--- config.mk ---
export PLATFORM = sky130hd
export DESIGN_NAME = sample_sched
export DESIGN_NICKNAME = d
export VERILOG_FILES = /design/src/rtl/sample_sched.sv
export SDC_FILE = /design/constraint.sdc
export NUM_CORES = 1
export LEC_CHECK = 0
export BUFFER_PORTS_ARGS = -buffer_cell sky130_fd_sc_hd__buf_2
export CELL_PAD_IN_SITES_DETAIL_PLACEMENT = 0
export CELL_PAD_IN_SITES_GLOBAL_PLACEMENT = 1
export CORE_AREA = 2 2 70 98
export DETAILED_ROUTE_END_ITERATION = 16
export DIE_AREA = 0 0 72 100
export GPL_TIMING_DRIVEN = 0
export PLACE_DENSITY = 0.88
export SLEW_MARGIN = 20
export SYNTH_ARGS = -nofsm -noshare
export SYNTH_HDL_FRONTEND = slang
export SYNTH_SLANG_ARGS = --single-unit
--- constraint.sdc ---
create_clock -name clk -period 4.45 [get_ports clk]
set_clock_uncertainty 0.15 [all_clocks]
set_input_delay 0.89 -clock clk [delete_from_list [all_inputs] [get_ports clk]]
set_output_delay 0.89 -clock clk [all_outputs]
set_load 0.05 [all_outputs]
--- src/rtl/sample_sched.sv ---
// sample_sched
// Shares one sample-generation engine between the left and right S/PDIF
// channels. When the transmitter accepts a sample on one channel, a request
// is raised for the next sample of the opposite channel. Requests are served
// one at a time through a gen_start/gen_done handshake. Results are latched
// into per-channel holding registers, and underruns, engine timeouts and
// request overruns are counted or flagged.
//
// Ports
//   clk, reset            system clock, synchronous active-high reset
//   spdif_*_accepted      1-cycle pulses: transmitter consumed a holding register
//   gen_start, gen_ch     job launch pulse and channel of the current job
//   gen_done, gen_sample  engine completion pulse and its result
//   left/right_sample     holding registers feeding the transmitter
//   left/right_ready      holding register is fresh and not yet accepted
//   busy                  scheduler is not idle
//   clr_err               clears underrun_cnt, timeout_err, overrun_err
//   underrun_cnt          saturating count of accepts of a stale sample
//   timeout_err           sticky: an engine job was abandoned
//   overrun_err           sticky: a request arrived while one was still pending
module sample_sched #(
  parameter int SAMPLE_W = 16,
  parameter int TIMEOUT  = 1023,
  parameter int TO_W     = 10
) (
  input  logic                clk,
  input  logic                reset,
  input  logic                spdif_left_accepted,
  input  logic                spdif_right_accepted,
  output logic                gen_start,
  output logic                gen_ch,
  input  logic                gen_done,
  input  logic [SAMPLE_W-1:0] gen_sample,
  output logic [SAMPLE_W-1:0] left_sample,
  output logic [SAMPLE_W-1:0] right_sample,
  output logic                left_ready,
  output logic                right_ready,
  output logic                busy,
  input  logic                clr_err,
  output logic [7:0]          underrun_cnt,
  output logic                timeout_err,
  output logic                overrun_err
);

  typedef enum logic [1:0] {
    IDLE  = 2'd0,
    START = 2'd1,
    WAIT  = 2'd2
  } state_t;

  // Last WAIT cycle before the job is abandoned.
  localparam logic [TO_W-1:0] TO_LAST = TO_W'(TIMEOUT - 1);

  state_t          state_q;
  logic            pendLeft_q;
  logic            pendRight_q;
  logic            lastCh_q;
  logic [TO_W-1:0] toCnt_q;

  logic            grantValid;
  logic            grantCh;
  logic            grantLeft;
  logic            grantRight;
  logic            doneValid;
  logic            loadLeft;
  logic            loadRight;
  logic            timeoutHit;
  logic            underLeft;
  logic            underRight;
  logic            overLeft;
  logic            overRight;
  logic [7:0]      underBase;
  logic [8:0]      underSum;
  logic [7:0]      underrunCnt_d;

  // Decode this cycle's events from the registered state. Arbitration picks
  // the only pending channel, or alternates against the last served channel
  // when both are waiting. A completion on the very cycle the timeout would
  // fire counts as a completion. Overrun is only flagged when the pending
  // request is not being granted in the same cycle, since in that case the
  // new request is kept rather than merged. Underruns compare against the
  // ready value from before this cycle, and a clear in the same cycle as an
  // underrun restarts the count from zero but still records the new event.
  always_comb begin
    grantValid    = (state_q == IDLE) && (pendLeft_q || pendRight_q);
    grantCh       = (pendLeft_q && pendRight_q) ? ~lastCh_q : pendRight_q;
    grantLeft     = grantValid && !grantCh;
    grantRight    = grantValid && grantCh;
    doneValid     = (state_q == WAIT) && gen_done;
    loadLeft      = doneValid && !gen_ch;
    loadRight     = doneValid && gen_ch;
    timeoutHit    = (state_q == WAIT) && !gen_done && (toCnt_q == TO_LAST);
    underLeft     = spdif_left_accepted && !left_ready;
    underRight    = spdif_right_accepted && !right_ready;
    overLeft      = spdif_right_accepted && pendLeft_q && !grantLeft;
    overRight     = spdif_left_accepted && pendRight_q && !grantRight;
    underBase     = clr_err ? 8'd0 : underrun_cnt;
    underSum      = {1'b0, underBase} + {8'd0, underLeft} + {8'd0, underRight};
    underrunCnt_d = underSum[8] ? 8'hFF : underSum[7:0];
  end

  // All state and every output live in this one register block. Requests,
  // holding registers and error bookkeeping update every cycle; the case
  // statement walks the IDLE -> START -> WAIT job sequence and produces the
  // registered gen_start pulse, gen_ch and busy alongside the state.
  always_ff @(posedge clk) begin
    if (reset) begin
      state_q      <= IDLE;
      pendLeft_q   <= 1'b0;
      pendRight_q  <= 1'b0;
      lastCh_q     <= 1'b1;
      toCnt_q      <= '0;
      gen_start    <= 1'b0;
      gen_ch       <= 1'b0;
      left_sample  <= '0;
      right_sample <= '0;
      left_ready   <= 1'b0;
      right_ready  <= 1'b0;
      busy         <= 1'b0;
      underrun_cnt <= 8'd0;
      timeout_err  <= 1'b0;
      overrun_err  <= 1'b0;
    end else begin
      // A right accept asks for the next left sample and vice versa; a new
      // request beats the grant that clears it.
      pendLeft_q  <= spdif_right_accepted | (pendLeft_q & ~grantLeft);
      pendRight_q <= spdif_left_accepted | (pendRight_q & ~grantRight);

      if (loadLeft) begin
        left_sample <= gen_sample;
      end
      if (loadRight) begin
        right_sample <= gen_sample;
      end
      left_ready  <= loadLeft | (left_ready & ~spdif_left_accepted);
      right_ready <= loadRight | (right_ready & ~spdif_right_accepted);

      underrun_cnt <= underrunCnt_d;
      timeout_err  <= timeoutHit | (timeout_err & ~clr_err);
      overrun_err  <= overLeft | overRight | (overrun_err & ~clr_err);

      gen_start <= 1'b0;
      case (state_q)
        IDLE: begin
          if (grantValid) begin
            state_q   <= START;
            gen_start <= 1'b1;
            gen_ch    <= grantCh;
            lastCh_q  <= grantCh;
            busy      <= 1'b1;
          end
        end
        START: begin
          toCnt_q <= '0;
          state_q <= WAIT;
        end
        WAIT: begin
          if (gen_done || (toCnt_q == TO_LAST)) begin
            state_q <= IDLE;
            busy    <= 1'b0;
          end else begin
            toCnt_q <= toCnt_q + TO_W'(1);
          end
        end
        default: begin
          state_q <= IDLE;
          busy    <= 1'b0;
        end
      endcase
    end
  end

endmodule
# --- Yosys cells after proc, flatten, opt, wreduce, memory -nomap -nowiden ---
# Index checks and enable logic that the tools add are counted.
op_classes:
  n_lt_le_gt_ge: 0
  n_addsub: 3
  muxes: 12
  n_div: 0
  n_bitwise: 21
  mul: 0
  n_reduce_logical: 31
  eq_ne: 6
  n_shift: 0
ops:
  columns: ["cell", "count"]
  rows:
  - ["one-hot mux 10 bit (2 select lines)", 1]
  - ["two-way mux 8 bit", 2]
  - ["logical AND 1 bit", 15]
  - ["adder 10 x 1 -> 10 bit, second input constant", 1]
  - ["equality test 10 bit, second input constant", 1]
  - ["two-way mux 10 bit", 1]
  - ["adder 8 x 1 -> 9 bit", 1]
  - ["adder 9 x 1 -> 9 bit", 1]
  - ["inverter 1 bit", 8]
  - ["logical NOT 1 bit", 7]
  - ["OR 1 bit", 7]
  - ["bitwise AND 1 bit", 6]
  - ["one-hot mux 2 bit (3 select lines)", 1]
  - ["AND reduction 2 bit", 3]
  - ["two-way mux 1 bit", 4]
  - ["two-way mux 2 bit", 2]
  - ["!= test 2 bit, second input constant", 2]
  - ["one-hot mux 1 bit (3 select lines)", 1]
  - ["AND reduction 3 bit", 1]
  - ["equality test 2 x 1 -> 1 bit, second input constant", 1]
  - ["equality test 2 bit, second input constant", 1]
  - ["logical NOT 2 bit", 1]
  - ["logical OR 1 bit", 2]
  - ["!= test 2 x 1 -> 1 bit, second input constant", 1]
  - ["other kinds (2)", 2]
word_totals:
  elab_cells: 88
  mem_count: 0
  mem_bits_ro: 0
  input_bits: 22
  latch_bits: 0
  regBits: 62
  out_inout_bits: 47
  ramBits: 0

# --- Logic depth before layout (Yosys ltp) ---
# Gate-level depths: netlist (run 1).
depth:
  depth_word: 8
  depth_mapped: 6
  depth_no_buf: 6

# --- Least setup slack after synthesis (run 1) ---
# Ideal clock, no wire load.
synth_path:
  path_type: "input to register"
  start: "in spdif_right_accepted"
  end: "reg underrun_cnt[2]"
  arrival_time_ns: 2.305
  setup_slack_ns: 1.930
  setup_time_ns: 0.065
  required_time_ns: 4.235
  stages: 6
  path_cell_list: "nor2b_1 -> fa_1 -> nand3_1 -> or4_1 -> a21boi_0 -> nor2_1"
synth_between:
  elab_chain_len: 3
synth_rtl:
  columns: ["item", "line_no", "text"]
  rows:
  - ["from (decl)", "29", "input logic spdif_right_accepted,"]
  - ["logical AND 1 bit", "94", "underRight = spdif_right_accepted && !right_ready;"]
  - ["adder 9 x 1 -> 9 bit", "98", "underSum = {1'b0, underBase} + {8'd0, underLeft} + {8'd0, underRight};"]
  - ["two-way mux 8 bit", "99", "underrunCnt_d = underSum[8] ? 8'hFF : underSum[7:0];"]
  - ["to (signal assigned)", "138", "underrun_cnt <= underrunCnt_d;"]
  - ["to (decl)", "40", "output logic [7:0] underrun_cnt,"]
# Every way passes these cells.
# A chain may end at the register's enable or synchronous reset.

# --- Worst setup path after layout (run 1) ---
layout_path:
  start: "in clr_err"
  end: "reg underrun_cnt[2]"
layout_between:
  elab_chain_len: 4
layout_rtl:
  columns: ["item", "line_no", "text"]
  rows:
  - ["from (decl)", "39", "input logic clr_err,"]
  - ["two-way mux 8 bit", "97", "underBase = clr_err ? 8'd0 : underrun_cnt;"]
  - ["adder 8 x 1 -> 9 bit", "98", null]
  - ["adder 9 x 1 -> 9 bit", "98", null]
  - ["two-way mux 8 bit", "99", null]
# Every way passes these cells.

==> results of run 1 <==
## registers in the layout, summed over array words and instances (netlist names), 2 cells and up
signal        cells
toCnt_q          10
right_sample     16
left_sample      16
underrun_cnt      8
state_q           2
## cell families (layout without fill, tap and decap cells)
family | count (synthesis) | after routing | share of synthesized area
AOI/OAI and AO/OA | 63 | 63 | 0.152
xor gates and xnor gates | 5 | 5 | 0.0179
adders and majority gates | 3 | 3 | 0.0184
buffers and inverters | 18 | 102 | 0.0286
DFF | 62 | 62 | 0.507
muxes | 2 | 2 | 0.00818
and+or+nand+nor | 137 | 137 | 0.267
## area by class of cell
class | instances | area, um^2
fill | 643 | 3320
clock inverter | 3 | 65.1
clock buffer | 13 | 169
sequential | 62 | 1240
buffer | 12 | 47.5
inverter | 6 | 22.5
timing repair buffer | 68 | 340
tap | 74 | 92.6
multi-input combinational | 210 | 1130
## worst max-delay path by stage
| stage | to | slack, ps |
|---|---|---|
| 3_3_place_gp | underrun_cnt[4] | 1630 |
| 2_1_floorplan | underrun_cnt[2] | 1930 |
| 4_1_cts | underrun_cnt[4] | 1930 |
| 5_1_grt | underrun_cnt[4] | 1810 |
| 6_report | underrun_cnt[2] | 1940 |
| 3_5_place_dp | underrun_cnt[2] | 1580 |
## per-layer routing
| layer | vias up | global-route usage | routed length, um |
|---|---|---|---|
| met5 | - | 0 | 0 |
| met4 | 0 | 0.0653 | 94 |
| met3 | 8 | 0.0522 | 235 |
| met2 | 49 | 0.300 | 3050 |
| met1 | 1042 | 0.191 | 2450 |
| li1 | 1160 | - | - |
## where the power goes
| part | total (W) | leakage, nW | internal (W) | switching, W |
|---|---|---|---|---|
| Combinational | 0.000108 | 0.673 | 0.0000320 | 0.0000762 |
| Clock | 0.000569 | 0.120 | 0.000361 | 0.000209 |
| Sequential | 0.000580 | 0.502 | 0.000569 | 0.0000117 |
| Total | 0.00126 | 1.29 | 0.000961 | 0.000297 |
## metrics by stage
step / utilization / hold WS [ps] / power (W) / cell area (um^2) / instances
global placement: 0.447 / 289 / 0.000701 / 2880 / 432
floorplan: - / 301 / 0.000664 / 2450 / 290
finish: 0.484 / 299 / 0.00126 / 3110 / 448
global route: 0.484 / 323 / 0.00130 / 3110 / 448
detailed placement: 0.447 / 293 / 0.000702 / 2880 / 432
CTS: 0.484 / 303 / 0.00127 / 3110 / 448
## critical path: cells and delay by family
kind / cells / cell delay, ps
AOI/OAI and AO/OA: 1 / 170
adders and majority gates: 1 / 300
buffers and inverters: 1 / 140
and+or+nand+nor: 4 / 1120
## layout by cell type, fill, tap and decap left out, types with 2 or more instances in the layout
| cell | Yosys | layout |
|---|---|---|
| o211a_1 | 2 | 2 |
| nor2_1 | 18 | 18 |
| inv_1 | 6 | 6 |
| nand2b_1 | 5 | 5 |
| nand2_1 | 74 | 74 |
| a21boi_0 | 4 | 4 |
| nand4_1 | 5 | 5 |
| dfxtp_1 | 62 | 62 |
| mux2i_1 | 2 | 2 |
| xnor2_1 | 5 | 5 |
| nor2b_1 | 7 | 7 |
| nand3_1 | 8 | 8 |
| buf_1 | 2 | 2 |
| or3_1 | 2 | 2 |
| nand3b_1 | 2 | 2 |
| nor3_1 | 4 | 4 |
| o21ai_0 | 3 | 3 |
| a21oi_1 | 42 | 42 |
| clkbuf_8 | 0 | 12 |
| bufinv_16 | 0 | 2 |
| o31ai_1 | 4 | 4 |
| ha_1 | 2 | 2 |
| buf_2 | 2 | 70 |
| or4_1 | 2 | 2 |
| clkbuf_1 | 8 | 9 |
==> results_dict.tcl, run 1 <==
set metrics [dict create \
    r2r_start "underrun_cnt[0]" \
    finalCriticalPeriod_ps 2510 \
    drv_slew 0 \
    drtAntennaViolNets 0 \
    grt_pass1_vias 2072 \
    crit_path_cell_trace "buf_2, nor2b_1, fa_1, nand3_1, or4_1, a21boi_0, nor2_1" \
    synth_warnings 0 \
    grt_antenna_before_repair 0 \
    ys.flop_type "dfxtp_1" \
    synth_area_leaders "dfxtp_1 51%, nand2_1 11%, a21oi_1 8.6%" \
    first_iter_violations 131 \
    critPathKind "input port to flip-flop" \
    numCtsBuffers 9 \
    finalSetupViolations 0 \
    core_area_um2 6440 \
    holdCritStartpoint "left_sample[8]" \
    async_reset_ff_frac 0 \
    n_antenna_cell 0 \
    fmax_mhz 399 \
    cp_max_fo 7 \
    holdPathStages 2 \
    drt-total-wl_um 5830 \
    synth_most_common_cell "nand2_1" \
    p_per_area_nw_per_um2 404 \
    die_w_um 72 \
    overflow 0 \
    vias_per_cell 5.04 \
    ys_types 42 \
    relSlewSlack 0.409 \
    drcViolationCount 0 \
    grt_first_pass_wirelength_um 9540 \
    place_congestion 0.818 \
    yosys-top-cells-count "74 x nand2_1, 62 x dfxtp_1, 42 x a21oi_1" \
    worst-slew-pin-transition_ps 879 \
    clock_latency_ps 330 \
    grt_max_degree 11 \
    area_growth_pct 27.3 \
    path_clk_slew_ps 70 \
    endpoint_kind "flip-flop" \
    dp_slack_ps 1580 \
    wire_per_inst_um 13.0 \
    finalHoldViolations 0 \
    post_cts_buffers 0 \
    hold_path.class "flip-flop to flip-flop" \
    cp.required_ps 4570 \
    die_h_um 100 \
    worstPathArrival_ps 2620 \
    io_buffers 68 \
    finalCritPeriodShare 0.563 \
    io_pins 69 \
    synth_top_area_cell "dfxtp_1" \
    track_usage 0.171 \
    num_vias 2259 \
    cts_resized 0 \
    maxCapViolCount 0 \
    crit_slowest_cell "or4_1" \
    cts_sinks 62 \
    status "finished clean" \
    start_util 0.380 \
    p_leak_nw 1.29 \
    cts_tree "yes" \
    r2r_cells 6 \
    ir_drop_v 0.000216 \
    cts_hold_buf 0 \
    clock_path_buffers 2 \
    row_count 35 \
    r2r-end "underrun_cnt[2]" \
    synth_top_area_share 0.507 \
    holdPathEnd "left_sample[8]" \
    cp-start-kind "input port" \
    drt_pass1_iterations 4 \
    timing.reg2reg.setup_slack_ps 2280 \
    drive_gt1_frac 0.235 \
    htreeDepth 3 \
    crit_path_max_incr_delay_ps 640 \
    syn_area_um2 2450 \
    worstSetupStartpoint "clr_err" \
    ys_ff_latch 62 \
    cts-root-buf "clkbuf_8" \
    setup_tns_ps 0 \
    fin_ws_ps 1940 \
    die-area_um2 7200 \
    final_nets 394 \
    grt_setup_unrepaired "false" \
    syn_nets 315 \
    dp_hpwl_um 4300 \
    avgSynthCellArea_um2 8.43 \
    yosysSeqAreaShare 0.507 \
    synth-edff-count 0 \
    synth_cells 290 \
]
Note: power is estimated with default switching activity, not from simulation.
==> run 2, diff against run 1 <==
--- a/config.mk
+++ b/config.mk
@@ -8,11 +8,11 @@
 export BUFFER_PORTS_ARGS = -buffer_cell sky130_fd_sc_hd__buf_2
 export CELL_PAD_IN_SITES_DETAIL_PLACEMENT = 0
 export CELL_PAD_IN_SITES_GLOBAL_PLACEMENT = 1
-export CORE_AREA = 2 2 70 98
+export CORE_AREA = 2 2 72 102
 export DETAILED_ROUTE_END_ITERATION = 16
-export DIE_AREA = 0 0 72 100
+export DIE_AREA = 0 0 74 104
 export GPL_TIMING_DRIVEN = 0
-export PLACE_DENSITY = 0.88
+export PLACE_DENSITY = 0.83
 export SLEW_MARGIN = 20
 export SYNTH_ARGS = -nofsm -noshare
 export SYNTH_HDL_FRONTEND = slang
==> constraint.sdc (replaced) <==
create_clock -name clk -period 2.6 [get_ports clk]
set_clock_uncertainty 0.15 [all_clocks]
set_input_delay 0.52 -clock clk [delete_from_list [all_inputs] [get_ports clk]]
set_output_delay 0.52 -clock clk [all_outputs]
set_load 0.05 [all_outputs]
==> results_dict.tcl, run 2 (synthesis results as in run 1) <==
set metrics [dict create \
    status "finished clean" \
    final_cell_count_no_fill 469 \
    cp_max_fo 5 \
    worst-slew-pin-transition_ps 730 \
    finalCriticalPeriod_ps 2160 \
    io_buffers 68 \
    layout_common_cells "74 x nand2_1, 70 x buf_2, 62 x dfxtp_1, 42 x a21oi_1, 18 x nor2_1" \
    worstPathArrival_ps 2280 \
    place_congestion 0.877 \
    cp.required_ps 2720 \
    cts_tree "yes" \
    cts_resized 0 \
    p_per_area_nw_per_um2 652 \
    die_h_um 104 \
    vias_per_cell 4.76 \
    die-area_um2 7700 \
    holdWs_ps 285 \
    grt_setup_unrepaired "false" \
    hold_path.class "input port to flip-flop" \
    relSlewSlack 0.509 \
    drt-total-wl_um 5830 \
    clock_path_buffers 2 \
    drive_gt1_frac 0.235 \
    first_iter_violations 96 \
    endpoint_kind "flip-flop" \
    cts-root-buf "clkbuf_8" \
    final_nets 394 \
    ir_drop_v 0.000299 \
    drv_slew 0 \
    place_inst 453 \
    maxCapViolCount 0 \
    wire_per_inst_um 12.4 \
    p_leak_nw 1.28 \
    postLayoutCoreUtil 0.457 \
    area_growth_pct 27.0 \
    cts_sinks 62 \
    row_count 36 \
    grt_max_degree 11 \
    drcViolationCount 0 \
    dp_hpwl_um 4430 \
    cts_hold_buf 0 \
    drtAntennaViolNets 0 \
    n_antenna_cell 0 \
    grt_pass1_vias 2054 \
    htreeDepth 3 \
    start_util 0.360 \
    num_vias 2233 \
    grt_first_pass_wirelength_um 9590 \
    finalHoldViolations 0 \
    clock_latency_ps 330 \
    n_fill_cell 691 \
    grt_antenna_before_repair 0 \
    core_area_um2 6800 \
    mostFrequentLayoutCell "nand2_1" \
    dpl_cell_area_um2 2910 \
    critPathKind "flip-flop to flip-flop" \
    fmax_mhz 463 \
    top_regs "left_sample (16), right_sample (16), toCnt_q (10)" \
    drt_pass1_iterations 6 \
    fin_area_um2 3110 \
    track_usage 0.160 \
    overflow 0 \
    finalSetupViolations 0 \
    post_cts_buffers 0 \
    finalCritPeriodShare 0.831 \
    setup_tns_ps 0 \
    io_pins 69 \
    numCtsBuffers 9 \
    die_w_um 74 \
    path_clk_slew_ps 70 \
    cp-start-kind "flip-flop" \
]
==> run 2: path summary, 6_finish.rpt <==
kind	start	end	slack (ps)	cells after the start
worst max register to register	underrun_cnt[0]	underrun_cnt[3]	440	6
worst max-delay path	underrun_cnt[0]	underrun_cnt[3]	440	6
worst min register to register	left_sample[1]	left_sample[1]	300	2
worst min-delay path	gen_sample[10]	left_sample[10]	280	3
==> run 2: per-layer routing <==
layer,vias up,wire (um),share of wire,track usage
li1,1155,-,-,-
met1,1011,2550,0.44,0.192
met2,58,2870,0.49,0.260
met3,9,305,0.052,0.0494
met4,0,101,0.017,0.0636
met5,-,0,0,0
==> run 2: per-stage QoR <==
step                      power (W)  worst slack (ps)
after global routing        0.00210               228
after detailed placement    0.00120               109
final                       0.00203               438
after global placement      0.00120               140
after floorplan             0.00114               301
after CTS                   0.00205               420
==> run 2: area by class of cell <==
type                            count  area [um^2]  area share
Inverter                            6         22.5     0.00725
Clock inverter                      4         45.0      0.0145
Buffer                             12         47.5      0.0153
Tap cell                           95          119      0.0383
Sequential cell                    62         1240       0.400
Clock buffer                       12          155      0.0500
Timing Repair Buffer               68          340       0.110
Multi-Input combinational cell    210         1130       0.365
==> run 2: worst max-delay path, stage by stage, from the launching register on <==
cell and delay (ps):
dfxtp_1 350, nor2b_1 190, fa_1 300, nand3_1 210
or4_1 660, a21boi_0 170, nor2_1 80
==> run 2: where the power goes <==
| part | internal (W) | switching (W) |
|---|---|---|
| Combinational | 0.0000547 | 0.000129 |
| Clock | 0.000490 | 0.000359 |
| Sequential | 0.000973 | 0.0000200 |
